`src/rtl/timing_defs_pkg.sv`:
```
// Shared phase encoding and default tick lengths for the STROB1/STROB2/GOT
// cycle-phase generator.
package timing_defs;

  typedef enum logic [2:0] {
    IDLE,
    S1,
    WOK,
    GAP,
    S2,
    GOT
  } state_t;

  localparam int DEF_STROB1_TICKS = 3;
  localparam int DEF_STROB2_TICKS = 2;
  localparam int DEF_GOT_TICKS    = 2;
  localparam int DEF_OK_TIMEOUT   = 8;

  function automatic int max4(input int a, input int b, input int c, input int d);
    int m;
    m = a;
    if (b > m) m = b;
    if (c > m) m = c;
    if (d > m) m = d;
    return m;
  endfunction

endpackage

```
`src/rtl/strobe_seq_tick_cnt.sv`:
```
// Loadable down-counter shared by every timed phase; holds at zero.
module tick_cnt #(
  parameter int W = 4
) (
  input  logic         clk_i,
  input  logic         rst_i,
  input  logic         load_i,
  input  logic [W-1:0] val_i,
  input  logic         dec_i,
  output logic         zero_o
);

  logic [W-1:0] cnt_q, cnt_d;

  always_comb begin
    cnt_d = cnt_q;
    if (load_i)
      cnt_d = val_i;
    else if (dec_i && (cnt_q != '0))
      cnt_d = cnt_q - W'(1);
  end

  always_ff @(posedge clk_i or posedge rst_i) begin
    if (rst_i) cnt_q <= '0;
    else       cnt_q <= cnt_d;
  end

  assign zero_o = (cnt_q == '0);

endmodule

```
`src/rtl/strobe_seq.sv`:
```
// Cycle-phase generator: active-low STROB1/STROB2/GOT pulses, STROB1 stretched
// while memory OK is outstanding, one-clock alarm on memory timeout.
module strobe_seq
  import timing_defs::*;
#(
  parameter int STROB1_TICKS = DEF_STROB1_TICKS,
  parameter int STROB2_TICKS = DEF_STROB2_TICKS,
  parameter int GOT_TICKS    = DEF_GOT_TICKS,
  parameter int OK_TIMEOUT   = DEF_OK_TIMEOUT
) (
  input  logic __clk,
  input  logic rst,
  input  logic run_en,
  input  logic sgot,
  input  logic mem_wait,
  input  logic ok,
  output logic strob1_,
  output logic strob2_,
  output logic got_,
  output logic busy,
  output logic alarm
);

  localparam int CW = $clog2(max4(STROB1_TICKS, STROB2_TICKS, GOT_TICKS, OK_TIMEOUT)) + 1;

  state_t         state_q, state_d;
  logic           load;
  logic [CW-1:0]  load_val;
  logic           cnt_zero;
  logic           alarm_d;
  logic           strob1_q, strob2_q, got_q, busy_q, alarm_q;

  tick_cnt #(.W(CW)) u_cnt (
    .clk_i  (__clk),
    .rst_i  (rst),
    .load_i (load),
    .val_i  (load_val),
    .dec_i  (state_q != IDLE),
    .zero_o (cnt_zero)
  );

  always_comb begin
    state_d  = state_q;
    load     = 1'b0;
    load_val = '0;
    alarm_d  = 1'b0;
    unique case (state_q)
      IDLE: if (run_en) begin
        state_d  = S1;
        load     = 1'b1;
        load_val = CW'(STROB1_TICKS - 1);
      end
      S1: if (cnt_zero) begin
        if (mem_wait && !ok) begin
          state_d  = WOK;
          load     = 1'b1;
          load_val = CW'(OK_TIMEOUT - 1);
        end else begin
          state_d = GAP;
        end
      end
      WOK: begin
        // ok takes priority over a timeout on the same clock
        if (ok) begin
          state_d = GAP;
        end else if (cnt_zero) begin
          state_d = GAP;
          alarm_d = 1'b1;
        end
      end
      GAP: begin
        load = 1'b1;
        if (sgot) begin
          state_d  = GOT;
          load_val = CW'(GOT_TICKS - 1);
        end else begin
          state_d  = S2;
          load_val = CW'(STROB2_TICKS - 1);
        end
      end
      S2: if (cnt_zero) begin
        state_d  = GOT;
        load     = 1'b1;
        load_val = CW'(GOT_TICKS - 1);
      end
      GOT: if (cnt_zero) begin
        if (run_en) begin
          state_d  = S1;
          load     = 1'b1;
          load_val = CW'(STROB1_TICKS - 1);
        end else begin
          state_d = IDLE;
        end
      end
      default: state_d = IDLE;
    endcase
  end

  // Outputs are decoded from the next state so they switch on the same edge.
  always_ff @(posedge __clk or posedge rst) begin
    if (rst) begin
      state_q  <= IDLE;
      strob1_q <= 1'b1;
      strob2_q <= 1'b1;
      got_q    <= 1'b1;
      busy_q   <= 1'b0;
      alarm_q  <= 1'b0;
    end else begin
      state_q  <= state_d;
      strob1_q <= !((state_d == S1) || (state_d == WOK));
      strob2_q <= (state_d != S2);
      got_q    <= (state_d != GOT);
      busy_q   <= (state_d != IDLE);
      alarm_q  <= alarm_d;
    end
  end

  assign strob1_ = strob1_q;
  assign strob2_ = strob2_q;
  assign got_    = got_q;
  assign busy    = busy_q;
  assign alarm   = alarm_q;

endmodule

```
`config.mk`:
```
export PLATFORM = sky130hd
export DESIGN_NAME = strobe_seq
export DESIGN_NICKNAME = d
export VERILOG_FILES = /design/src/rtl/timing_defs_pkg.sv /design/src/rtl/strobe_seq_tick_cnt.sv /design/src/rtl/strobe_seq.sv
export SDC_FILE = /design/constraint.sdc
export NUM_CORES = 1
export LEC_CHECK = 0
export CELL_PAD_IN_SITES_DETAIL_PLACEMENT = 1
export CELL_PAD_IN_SITES_GLOBAL_PLACEMENT = 1
export CORE_UTILIZATION = 39
export CTS_CLUSTER_SIZE = 28
export DETAILED_ROUTE_END_ITERATION = 8
export PLACE_DENSITY_LB_ADDON = 0.1
export SETUP_SLACK_MARGIN = 0.2
export SLEW_MARGIN = 10
export SYNTH_ARGS = -nofsm -noshare
export SYNTH_HDL_FRONTEND = slang
export SYNTH_SLANG_ARGS = --single-unit
```
`constraint.sdc`:
```
create_clock -name __clk -period 2.1 [get_ports __clk]
set_input_delay 0.42 -clock __clk [delete_from_list [all_inputs] [get_ports __clk]]
set_output_delay 0.42 -clock __clk [all_outputs]
set_load 0.01 [all_outputs]
```
==> results of run 1 <==
metrics by stage:
stage               worst slack, ps  utilization
floorplan                     229.0            -
global placement              87.23       0.5369
detailed placement           -22.50       0.5369
CTS                           163.6       0.5801
global route                  74.34       0.5848
finish                        139.7       0.5848
metal layers:
layer / part of all wire / wire, um
met5: 0 / 0
met4: 0 / 0
met3: 0.029 / 49
met2: 0.50 / 860
met1: 0.47 / 804
report_power, final:
part / internal [mW] / switching [mW] / total, mW
Sequential: 0.345 / 0.110 / 0.455
Clock: 0.105 / 0.0775 / 0.183
Combinational: 0.430 / 0.385 / 0.816
flip-flops by register name, summed over array words and instances (netlist names):
signal / count
busy: 1
strob2_: 1
u_cnt.cnt_q: 4
state_q: 3
alarm: 1
got_: 1
strob1_: 1
cells in the mapped netlist, types with 2 or more instances:
master and instances:
nor4_1 2, nor3b_1 2, nand2_1 9, o21ai_1 2, dfrtp_1 9, xnor2_1 3, a211o_1 2, dfstp_2 3
clkbuf_1 3, a21oi_1 4, nor2b_1 2, nand2b_1 4, nor2_1 6, mux2i_1 2, nand3b_1 2, inv_1 4
kinds of logic (layout without fill, tap and decap cells):
group	Yosys count	count (layout)	share of synthesized area
simple gates	32	32	0.2646
compound gates	16	16	0.1759
flops	12	12	0.4316
buf+inv	8	27	0.04439
xor+xnor	3	3	0.03731
mux	2	2	0.02842
fa+ha+maj	1	1	0.01776
what timing repair did:
| item | in CTS | in global routing |
|---|---|---|
| buffers inserted | 4 | 0 |
| hold endpoints to repair | 0 | 0 |
| setup endpoints to repair | 4 | 7 |
| resized for setup | 1 | 2 |
| pin swaps | 3 | 0 |
worst max-delay path, cell delays in order (launching register included):
cell	delay, ps
dfrtp_1	390
inv_1	60
ha_2	180
or3b_4	400
o32ai_2	220
a221o_2	200
nor2_2	60
or3b_1	360
cell type report:
type                       instances  area share
tap                               24     0.03221
clock buffer                       4     0.03893
sequential                        12      0.3262
inverter                           4     0.01611
multi-input combinational         54      0.4067
timing repair buffer              19      0.1799
how the worst min path moves through the flow:
stage / startpoint / to / slack (ps) / cells past startpoint
finish: rst / busy / 450 / 2
global route: rst / u_cnt.cnt_q[2] / 490 / 2
CTS: rst / u_cnt.cnt_q[2] / 450 / 2
detailed placement: u_cnt.cnt_q[1] / u_cnt.cnt_q[1] / 600 / 2
global placement: u_cnt.cnt_q[1] / u_cnt.cnt_q[1] / 600 / 2
floorplan: rst / alarm / 280 / 1
==> out/results.env, run 1 <==
WORST_R2R_ENDPOINT='strob1_'
GRT-OVFL-TOTAL=0
CRITICAL_PATH.REG2REG.STARTPOINT='u_cnt.cnt_q[1]'
CTS.HOLD.BUFFERS_ADDED=0
POWER_LEAKAGE_nW=0.3901
LAYOUT.NETS=101
POST-ROUTE-CELL-AREA_SQ_UM=932.1
LAYOUT.CELLS.MOST_COMMON_LIST='10 x clkdlybuf4s50_1, 9 x nand2_1, 9 x dfrtp_1, 9 x buf_4, 5 x nor2_1'
CTSHTREEMAXLEVEL=1
MULTI_INPUT_AREA_SQ_UM=379.1
INITIAL_UTILIZATION=0.4419
CRIT_PATH_START_KIND='flip-flop'
WORST_SKEW_PAIR.LATE_LATENCY_PS=280
SETUP.REG_TO_REG.WORST_SLACK_PS=140
AREA_GROWTH_PCT=32.33
TIGHTEST_SLEW_PS=444.1
GRT_PASS1_VIAS=603
CTS_ROOT_BUF='clkbuf_4'
TOTAL_NUMBER_OF_VIAS=593
FINAL_MIN_PERIOD_OVER_CLOCK_PERIOD=0.9335
CRITPATHMAXFANOUT=4
WORST-R2R-CELL-COUNT=7
CLK_PIN_SLEW_PS=80
CORE_AREA_SQ_UM=1594
FP-ROW-COUNT=14
TIMING.HOLD.WORST.CLASS='primary input to async pin'
POST_ROUTE_DRC_VIOLATION_COUNT=0
VDD.IR_DROP.WORST_mV=0.7636
STATUS='completed'
CRIT_START='u_cnt.cnt_q[1]'
MOSTFREQUENTLAYOUTCELL='clkdlybuf4s50_1'
CLOCK_SKEW_PS=6.863
DIE_HEIGHT_UM=44.50
IO_BUFFER_COUNT=10
RSZ0062_AT_GRT='yes'
FINAL_MAX_SLEW_VIOL_COUNT=0
INSTANCES_NO_FILL=117
KIND_OF_END_POINT_OF_THE_CRITICAL_PATH='flip-flop'
SETUP-TNS-FINAL_PS=0
CRITICALPATHCATEGORY='flip-flop to flip-flop'
SYNTH.CELL_AREA_SQ_UM=704.4
DETAIL_ROUTE.ITER0.VIOLATIONS=3
REGISTER_AREA_SQ_UM=304.0
FINAL-HOLD-VIOLATION-COUNT=0
SYNTH-WARNING-COUNT=0
CTS_NUM_SINKS=12
FINALSETUPVIOLATIONS=0
TIMING.CRITICAL_PATH.ARRIVAL_PS=2150
FILLERS=186
GLOBALROUTE.BUSIESTLAYER='met2'
YOSYS.AREA.TOP_TYPE_SHARE=0.3197
NET_COUNT_AFTER_SYNTHESIS=81
YS_FF_LATCH=12
SYNTH_AREA_LEADER_CELL='dfrtp_1'
POWER.DENSITY_nW_PER_UM2=1560
WORST_SLEW_MARGIN_REL=0.7036
AVGVIACOUNTPERCELL=5.068
TRITONCTS.NUM_BUFFERS=3
GP_CONGESTION=0.7449
NUMBER_OF_CELLS_IN_THE_DESIGN_AFTER_PLACEMENT=109
ANTENNA_FOUND_INITIAL=0
GRT.MET1_USAGE=0.2487
REPORT.POWER.TOTAL_mW=1.454
FINAL_LAYOUT_SIZE_SUFFIX_GT1_FRAC=0.2581
IO_PINS=11
SYNTH-ASYNC-RESET-RATIO=1.000
POSTSYNTHCELLCOUNT=74
SYNTH-EDFF-COUNT=0
CTS_TREE='done'
GRT_UTIL_MET3=0.07347
DRT_FIRST_PASS_ITERS=2
MAX_CAP_VIOLATIONS=0
AVGSYNTHCELLAREA_SQ_UM=9.519
POST_DP_CELL_AREA_SQ_UM=855.8
PIN_COUNT_OF_THE_BIGGEST_NET_ENTERING_GLOBAL_ROUTING=13
ANTENNA_CELLS=0
FINAL.MIN_CLOCK_PERIOD_PS=1960
DRT.ANTENNA.VIOLATING_NETS=0
HOLD-WORST-SLACK_PS=445.9
SYNTH_FF_TYPE='dfrtp_1'
NETLIST-CELL-TYPE-COUNT=31
DIE_W_UM=44.50
ROUTED_WIRELENGTH_UM=1714
DP_HPWL_UM=1241
FMAX_MHz=510.1
USE_MET2=0.3324
YOSYSSEQAREASHARE=0.4316
REQUIRED_PS=2290
WIRE_LENGTH_OF_THE_FIRST_GLOBAL_ROUTING_PASS_UM=2718
FULL_DIE_AREA_SQ_UM=1980
CRIT_PATH_END='strob1_'
MAX-CLOCK-PATH-BUFFERS=2
GRT_USE_TOTAL=0.1964
WIRE_PER_INST_UM=14.65
SYNTHTOPCELLSBYAREA='dfrtp_1 32%, dfstp_2 11%, nand2_1 4.8%, xnor2_1 3.7%, nand2b_1 3.6%'
Note: power is estimated with default switching activity, not from simulation.
==> inputs of run 2 (changes only) <==
CORE_UTILIZATION = 35   (was 39)
clock period = 1.8 ns   (was 2.1 ns; I/O delays follow)
==> out/results.env, run 2 (same netlist as run 1, synthesis figures left out) <==
GRT-OVFL-TOTAL=0  # unchanged
SETUP.REG_TO_REG.WORST_SLACK_PS=-140  # -280 ps
CTS_NUM_SINKS=12  # unchanged
TIGHTEST_SLEW_PS=451.1  # +7.018 ps
DRT.ANTENNA.VIOLATING_NETS=0  # unchanged
DRT_FIRST_PASS_ITERS=4  # +2
FINAL_CRITICAL_PATH_SETUP_SLACK_PS=-140.0  # -279.7 ps
POST_ROUTE_DRC_VIOLATION_COUNT=0  # unchanged
ROUTED_WIRELENGTH_UM=1888  # +10%
FINAL_LAYOUT_SIZE_SUFFIX_GT1_FRAC=0.3942  # +0.1362
WORST-R2R-CELL-COUNT=8  # +1
NUMBER_OF_CELLS_IN_THE_DESIGN_AFTER_PLACEMENT=120  # +10%
TRITONCTS.NUM_BUFFERS=3  # unchanged
CRITPATHMAXFANOUT=4  # unchanged
GRT_USE_TOTAL=0.1968  # +0.0004246
IO_PINS=11  # unchanged
REPORT.POWER.TOTAL_mW=1.892  # +30%
DP_HPWL_UM=1339  # +7.9%
RSZ0062_AT_GRT='yes'
HOLD-WORST-SLACK_PS=389.5  # -56.38 ps
MAX_CAP_VIOLATIONS=0  # unchanged
FULL_DIE_AREA_SQ_UM=2196  # +11%
LAYOUT.CELLS.MOST_COMMON_LIST='18 x buf_4, 9 x dfrtp_1, 8 x nand2_1'
TIMING.CRITICAL_PATH.CELLS='inv_1, ha_2, nor3b_4, buf_6, a21o_1, a221o_2, nand2_1, or3b_1'
FINAL.MIN_CLOCK_PERIOD_PS=1940  # -20.30 ps
VDD.IR_DROP.WORST_mV=0.7523  # -1.5%
WIRE_LENGTH_OF_THE_FIRST_GLOBAL_ROUTING_PASS_UM=2918  # +7.4%
TOTAL_NUMBER_OF_VIAS=654  # +10%
REGISTERS.TOP_BY_FF_COUNT='u_cnt.cnt_q'
POWER.DENSITY_nW_PER_UM2=1787  # +15%
PIN_COUNT_OF_THE_BIGGEST_NET_ENTERING_GLOBAL_ROUTING=13  # unchanged
CLK_PIN_SLEW_PS=80  # about the same
DETAIL_ROUTE.ITER0.VIOLATIONS=7  # +4
CPPEAKSTAGEDELAY_PS=400  # about the same
BIGGESTREGSBYFLOPS='u_cnt.cnt_q (4), state_q (3)'
MAX_FFS_PER_REGISTER=4  # unchanged
CTSHTREEMAXLEVEL=1  # unchanged
ANTENNA_CELLS=0  # unchanged
MAX-CLOCK-PATH-BUFFERS=2  # unchanged
FAILING_CHECKS='setup timing'
FP-ROW-COUNT=15  # +1
IO_BUFFER_COUNT=10  # unchanged
CLOCK_SKEW_PS=1.017  # -5.846 ps
DIE_W_UM=46.86  # +5.3%
SETUP-TNS-FINAL_PS=-258.8  # -258.8 ps
CTS.HOLD.BUFFERS_ADDED=0  # unchanged
GP_CONGESTION=0.7527  # +1.0%
CRITICALPATHCATEGORY='flip-flop to flip-flop'
WORST_SKEW_PAIR.LATE_LATENCY_PS=270  # about the same
FINAL_CORE_UTILIZATION=0.5875  # +0.002728
POST_DP_CELL_AREA_SQ_UM=934.6  # +9.2%
KIND_OF_END_POINT_OF_THE_CRITICAL_PATH='flip-flop'
FINAL_MIN_PERIOD_OVER_CLOCK_PERIOD=1.078  # +0.1443
POST-PLACE-WS_PS=-196.5  # -174.0 ps
WIRE_PER_INST_UM=14.64  # about the same
DIE_HEIGHT_UM=46.86  # +5.3%
CTS_TREE='done'
TIMING.HOLD.WORST.CLASS='primary input to async pin'
TIMING.CRITICAL_PATH.ARRIVAL_PS=2140  # about the same
LAYOUT.NETS=112  # +11%
INSTANCES_NO_FILL=129  # +10%
INITIAL_UTILIZATION=0.3910  # -0.05094
MOSTFREQUENTLAYOUTCELL='buf_4'
STATUS='finished, violations left'
ANTENNA_FOUND_INITIAL=0  # unchanged
FMAX_MHz=515.5  # +1.0%
WORST_SLEW_MARGIN_REL=0.6989  # -0.004683
FINALSETUPVIOLATIONS=6  # +6
GRT_PASS1_VIAS=653  # +8.3%
FINAL_MAX_SLEW_VIOL_COUNT=0  # unchanged
POST-ROUTE-CELL-AREA_SQ_UM=1059  # +14%
REQUIRED_PS=2000  # -290 ps
AVGVIACOUNTPERCELL=5.070  # about the same
FINAL-HOLD-VIOLATION-COUNT=0  # unchanged
AREA_GROWTH_PCT=50.27
CORE_AREA_SQ_UM=1802  # +13%
POWER_LEAKAGE_nW=0.4501  # +15%
CTS_ROOT_BUF='clkbuf_4'
CRIT_PATH_START_KIND='flip-flop'
TIMING.CRITICAL_PATH.SLOWEST_STAGE_CELL='a221o_2'
==> run 2: cell types whose count changed in the layout (fill, tap and decap cells not counted), moves of 2 or more <==
| cell | previous run | this run |
|---|---|---|
| buf_6 | 0 | 2 |
| a21oi_1 | 4 | 2 |
| clkdlybuf4s50_1 | 10 | 7 |
| dlygate4sd2_1 | 0 | 3 |
| buf_4 | 9 | 18 |
| a21oi_2 | 0 | 2 |
==> run 2: final cells by class <==
| cell class | instances | area [sq um] |
|---|---|---|
| clock buffers | 4 | 36.28 |
| fillers | 211 | 743.2 |
| inverters | 4 | 15.01 |
| multi-input cells | 54 | 417.9 |
| flip-flops and latches | 12 | 304.0 |
| well taps | 25 | 31.28 |
| repair buffers | 30 | 254.0 |
==> run 2: path summary, 6_finish.rpt <==
| path | startpoint | end |
|---|---|---|
| max | u_cnt.cnt_q[0] | strob1_ |
| min | rst | busy |
| max reg2reg | u_cnt.cnt_q[0] | strob1_ |
| min reg2reg | u_cnt.cnt_q[3] | u_cnt.cnt_q[3] |
| max in group asynchronous | rst | got_ |
| min in group __clk | u_cnt.cnt_q[3] | u_cnt.cnt_q[3] |
==> run 2: worst max-delay path: cells and delay by family (launching register included) <==
| family | cells | cell delay [ps] |
|---|---|---|
| flops | 1 | 370 |
| simple gates | 3 | 560 |
| compound gates | 2 | 570 |
| fa+ha+maj | 1 | 170 |
| buf+inv | 2 | 200 |
==> run 2: per-layer routing <==
metal / part of all wire / vias to the layer above / GRT usage
li1: - / 325 / -
met1: 0.47 / 315 / 0.2558
met2: 0.50 / 12 / 0.3111
met3: 0.021 / 2 / 0.03462
met4: 0.010 / 0 / 0.1029
met5: 0 / - / 0
==> run 2: repair_timing <==
item | in CTS | in global routing
pin swaps | 6 | 5
endpoints found under the setup margin | 11 | 11
endpoints found under the hold margin | 0 | 0
setup buffers | 2 | 3
gates resized for setup | 8 | 7
==> run 2: where the power goes <==
part	leakage [nW]	total, mW	internal [mW]	switching, mW
Sequential	0.139	0.533	0.402	0.131
Combinational	0.290	1.14	0.612	0.530
Clock	0.0210	0.217	0.123	0.0938
Total	0.450	1.89	1.14	0.754
==> inputs of run 3 (changes only) <==
SKIP_CTS_REPAIR_TIMING = 1   (was unset)
SYNTH_HIERARCHICAL = 1   (was unset)
==> out/results.env, run 3 <==
STATUS='finished, violations left'
FAILING_CHECKS='setup timing'
FINAL_MAX_SLEW_VIOL_COUNT=0  # unchanged
GLOBALROUTE.BUSIESTLAYER='met2'
USE_MET2=0.3342  # +0.02314
MAX_FFS_PER_REGISTER=4  # unchanged
POWER_LEAKAGE_nW=0.5131  # +14%
REQUIRED_PS=1950  # -50 ps
TOTAL_NUMBER_OF_VIAS=719  # +9.9%
SYNTH.CELL_AREA_SQ_UM=725.7  # +3.0%
MAX_CAP_VIOLATIONS=0  # unchanged
SYNTH_MOST_COMMON_CELL='dfrtp_1'
ROUTED_WIRELENGTH_UM=2152  # +14%
LAYOUT.CELLS.MOST_COMMON_LIST='20 x buf_4, 9 x dfrtp_1, 7 x clkdlybuf4s50_1'
GRT_PASS1_VIAS=669  # +2.5%
MULTI_INPUT_AREA_SQ_UM=422.9  # +1.2%
CRITICALPATHCATEGORY='flip-flop to flip-flop'
RSZ0062_AT_GRT='yes'
CTSHTREEMAXLEVEL=1  # unchanged
SYNTH_FF_TYPE='dfrtp_1'
INITIAL_UTILIZATION=0.3699  # -0.02107
MAX-CLOCK-PATH-BUFFERS=2  # unchanged
YS_FF_LATCH=12  # unchanged
POST-PLACE-WS_PS=-327.1  # -130.6 ps
FP-ROW-COUNT=16  # +1
CRITPATHMAXFANOUT=7  # +3
CLOCK_SKEW_PS=10.73  # +9.711 ps
VDD.IR_DROP.WORST_mV=0.7493  # -0.40%
FINAL.MIN_CLOCK_PERIOD_PS=2080  # +139.6 ps
SYNTH-EDFF-COUNT=0  # unchanged
FILLERS=231  # +9.5%
GRT_UTIL_MET3=0.03396  # -0.0006531
INSTANCES_NO_FILL=136  # +5.4%
FINAL_MIN_PERIOD_OVER_CLOCK_PERIOD=1.155  # +0.07755
NUMBER_OF_CELLS_IN_THE_DESIGN_AFTER_PLACEMENT=125  # +4.2%
YOSYSSEQAREASHARE=0.4190  # -0.01265
FINAL_CRITICAL_PATH_SETUP_SLACK_PS=-279.6  # -139.6 ps
POST_ROUTE_DRC_VIOLATION_COUNT=0  # unchanged
REGISTERS.TOP_BY_FF_COUNT='u_cnt/cnt_q'
DRT_FIRST_PASS_ITERS=5  # +1
GRT.MET1_USAGE=0.2752  # +0.01942
FULL_DIE_AREA_SQ_UM=2260  # +2.9%
SETUP.REG_TO_REG.WORST_SLACK_PS=-280  # -140 ps
REGISTER_AREA_SQ_UM=304.0  # unchanged
FMAX_MHz=480.9  # -6.7%
IO_BUFFER_COUNT=10  # unchanged
LAYOUT.NETS=117  # +4.5%
TRITONCTS.NUM_BUFFERS=3  # unchanged
PIN_COUNT_OF_THE_BIGGEST_NET_ENTERING_GLOBAL_ROUTING=11  # -2
DRT.ANTENNA.VIOLATING_NETS=0  # unchanged
TIMING.HOLD.WORST.CLASS='primary input to async pin'
SYNTH_AREA_LEADER_CELL='dfrtp_1'
TIMING.CRITICAL_PATH.ARRIVAL_PS=2230  # +90 ps
GRT_USE_TOTAL=0.2068  # +0.01000
FINALSETUPVIOLATIONS=9  # +3
SYNTHTOPCELLSBYAREA='dfrtp_1 31%, dfstp_2 11%, a21oi_1 4.1%, inv_1 3.1%, nand2_1 3.1%'
GRT-OVFL-TOTAL=0  # unchanged
CRIT_PATH_START_KIND='flip-flop'
FINAL_LAYOUT_SIZE_SUFFIX_GT1_FRAC=0.4404  # +0.04614
MOSTFREQUENTLAYOUTCELL='buf_4'
AVGVIACOUNTPERCELL=5.287  # +4.3%
NET_COUNT_AFTER_SYNTHESIS=82  # +1.2%
SYNTH.TOP_CELLS.BY_COUNT='9 x dfrtp_1, 6 x a21oi_1, 6 x inv_1, 6 x nand2_1, 4 x o21ai_0'
DETAIL_ROUTE.ITER0.VIOLATIONS=9  # +2
NETLIST-CELL-TYPE-COUNT=38  # +23%
AVGSYNTHCELLAREA_SQ_UM=9.676  # +1.6%
WORST_SKEW_PAIR.LATE_LATENCY_PS=280  # about the same
KIND_OF_END_POINT_OF_THE_CRITICAL_PATH='flip-flop'
CTS_NUM_SINKS=12  # unchanged
YOSYS.AREA.TOP_TYPE_SHARE=0.3103  # -0.009371
CTS_TREE='done'
POSTSYNTHCELLCOUNT=75  # +1.4%
DP_HPWL_UM=1342  # +0.20%
WIRE_LENGTH_OF_THE_FIRST_GLOBAL_ROUTING_PASS_UM=3132  # +7.3%
IO_PINS=11  # unchanged
ANTENNA_CELLS=0  # unchanged
DIE_W_UM=47.54  # +1.4%
ANTENNA_FOUND_INITIAL=0  # unchanged
CTS_ROOT_BUF='clkbuf_4'
WIRE_PER_INST_UM=15.82  # +8.1%
CORE_AREA_SQ_UM=1962  # +8.9%
SYNTH-ASYNC-RESET-RATIO=1.000  # unchanged
GP_CONGESTION=0.7786  # +3.4%
POWER.DENSITY_nW_PER_UM2=1822  # +2.0%
AREA_GROWTH_PCT=53.45
DIE_HEIGHT_UM=47.54  # +1.4%
CLK_PIN_SLEW_PS=80  # about the same
FINAL-HOLD-VIOLATION-COUNT=0  # unchanged
BIGGESTREGSBYFLOPS='u_cnt/cnt_q (4), state_q (3)'
SYNTH-WARNING-COUNT=6  # +6
[run 3: changes by cell type in the layout (fill, tap and decap cells not counted), moves of 3 or more]
cell / delta
a21oi_1: +3
dlygate4sd2_1: -3
dlymetal6s2s_1: +3
nand2_1: -3
xnor2_1: -3
[run 3: worst paths after layout]
path / startpoint / to / depth (start not counted)
worst min register to register: u_cnt/cnt_q[2] / u_cnt/cnt_q[2] / 3
worst max-delay path: u_cnt/cnt_q[1] / busy / 8
worst max register to register: u_cnt/cnt_q[1] / busy / 8
worst min-delay path: rst / u_cnt/cnt_q[3] / 2
min in group __clk: u_cnt/cnt_q[2] / u_cnt/cnt_q[2] / 3
max in group asynchronous: rst / strob1_ / 2
[run 3: area by class of cell]
type / instances / area share
multi-input cells: 54 / 0.3798
repair buffers: 33 / 0.2618
clock buffers: 4 / 0.03258
well taps: 27 / 0.03034
flip-flops and latches: 12 / 0.2730
inverters: 6 / 0.02247
[run 3: power by group]
| part | total, mW | internal (mW) | switching, mW |
|---|---|---|---|
| logic | 1.33 | 0.742 | 0.584 |
| clock network | 0.221 | 0.123 | 0.0981 |
| registers | 0.482 | 0.386 | 0.0958 |
| total | 2.03 | 1.25 | 0.778 |
[run 3: worst max-delay path, stage by stage (launching register included)]
cell,delay [ps]
dfrtp_1,400
inv_2,80
ha_4,130
or3b_4,390
inv_4,90
and3b_2,220
o31a_1,140
o221ai_2,120
or3_1,380
[run 3: metal layers]
| layer | vias to the layer above | routed length (um) |
|---|---|---|
| li1 | 336 | - |
| met1 | 357 | 947 |
| met2 | 23 | 1085 |
| met3 | 3 | 90 |
| met4 | 0 | 28 |
| met5 | - | 0 |
[run 3: stage by stage]
stage,hold WS (ps),utilization,area (sq um),TNS [ps],total power [mW]
after global routing,337.7,0.5676,1114,-3001,2.157
final,304.8,0.5676,1114,-1962,2.029
after global placement,600.3,0.5019,984.7,-1657,1.525
after detailed placement,625.2,0.5019,984.7,-2067,1.566
after CTS,309.7,0.5204,1021,-2393,1.833
after floorplan,126.1,-,748.2,-864.4,1.111
[run 3: logic make-up (layout without fill, tap and decap cells)]
group                    Yosys count  count (layout)  share of synthesized area
buffers and inverters              9              43                    0.04999
flip-flops                        12              12                     0.4190
AO/OA/AOI/OAI                     21              21                     0.2052
other                              1               1                   0.005167
AND/OR/NAND/NOR                   30              30                     0.2897
adder cells (fa/ha/maj)            1               1                    0.01724
multiplexers                       1               1                    0.01379
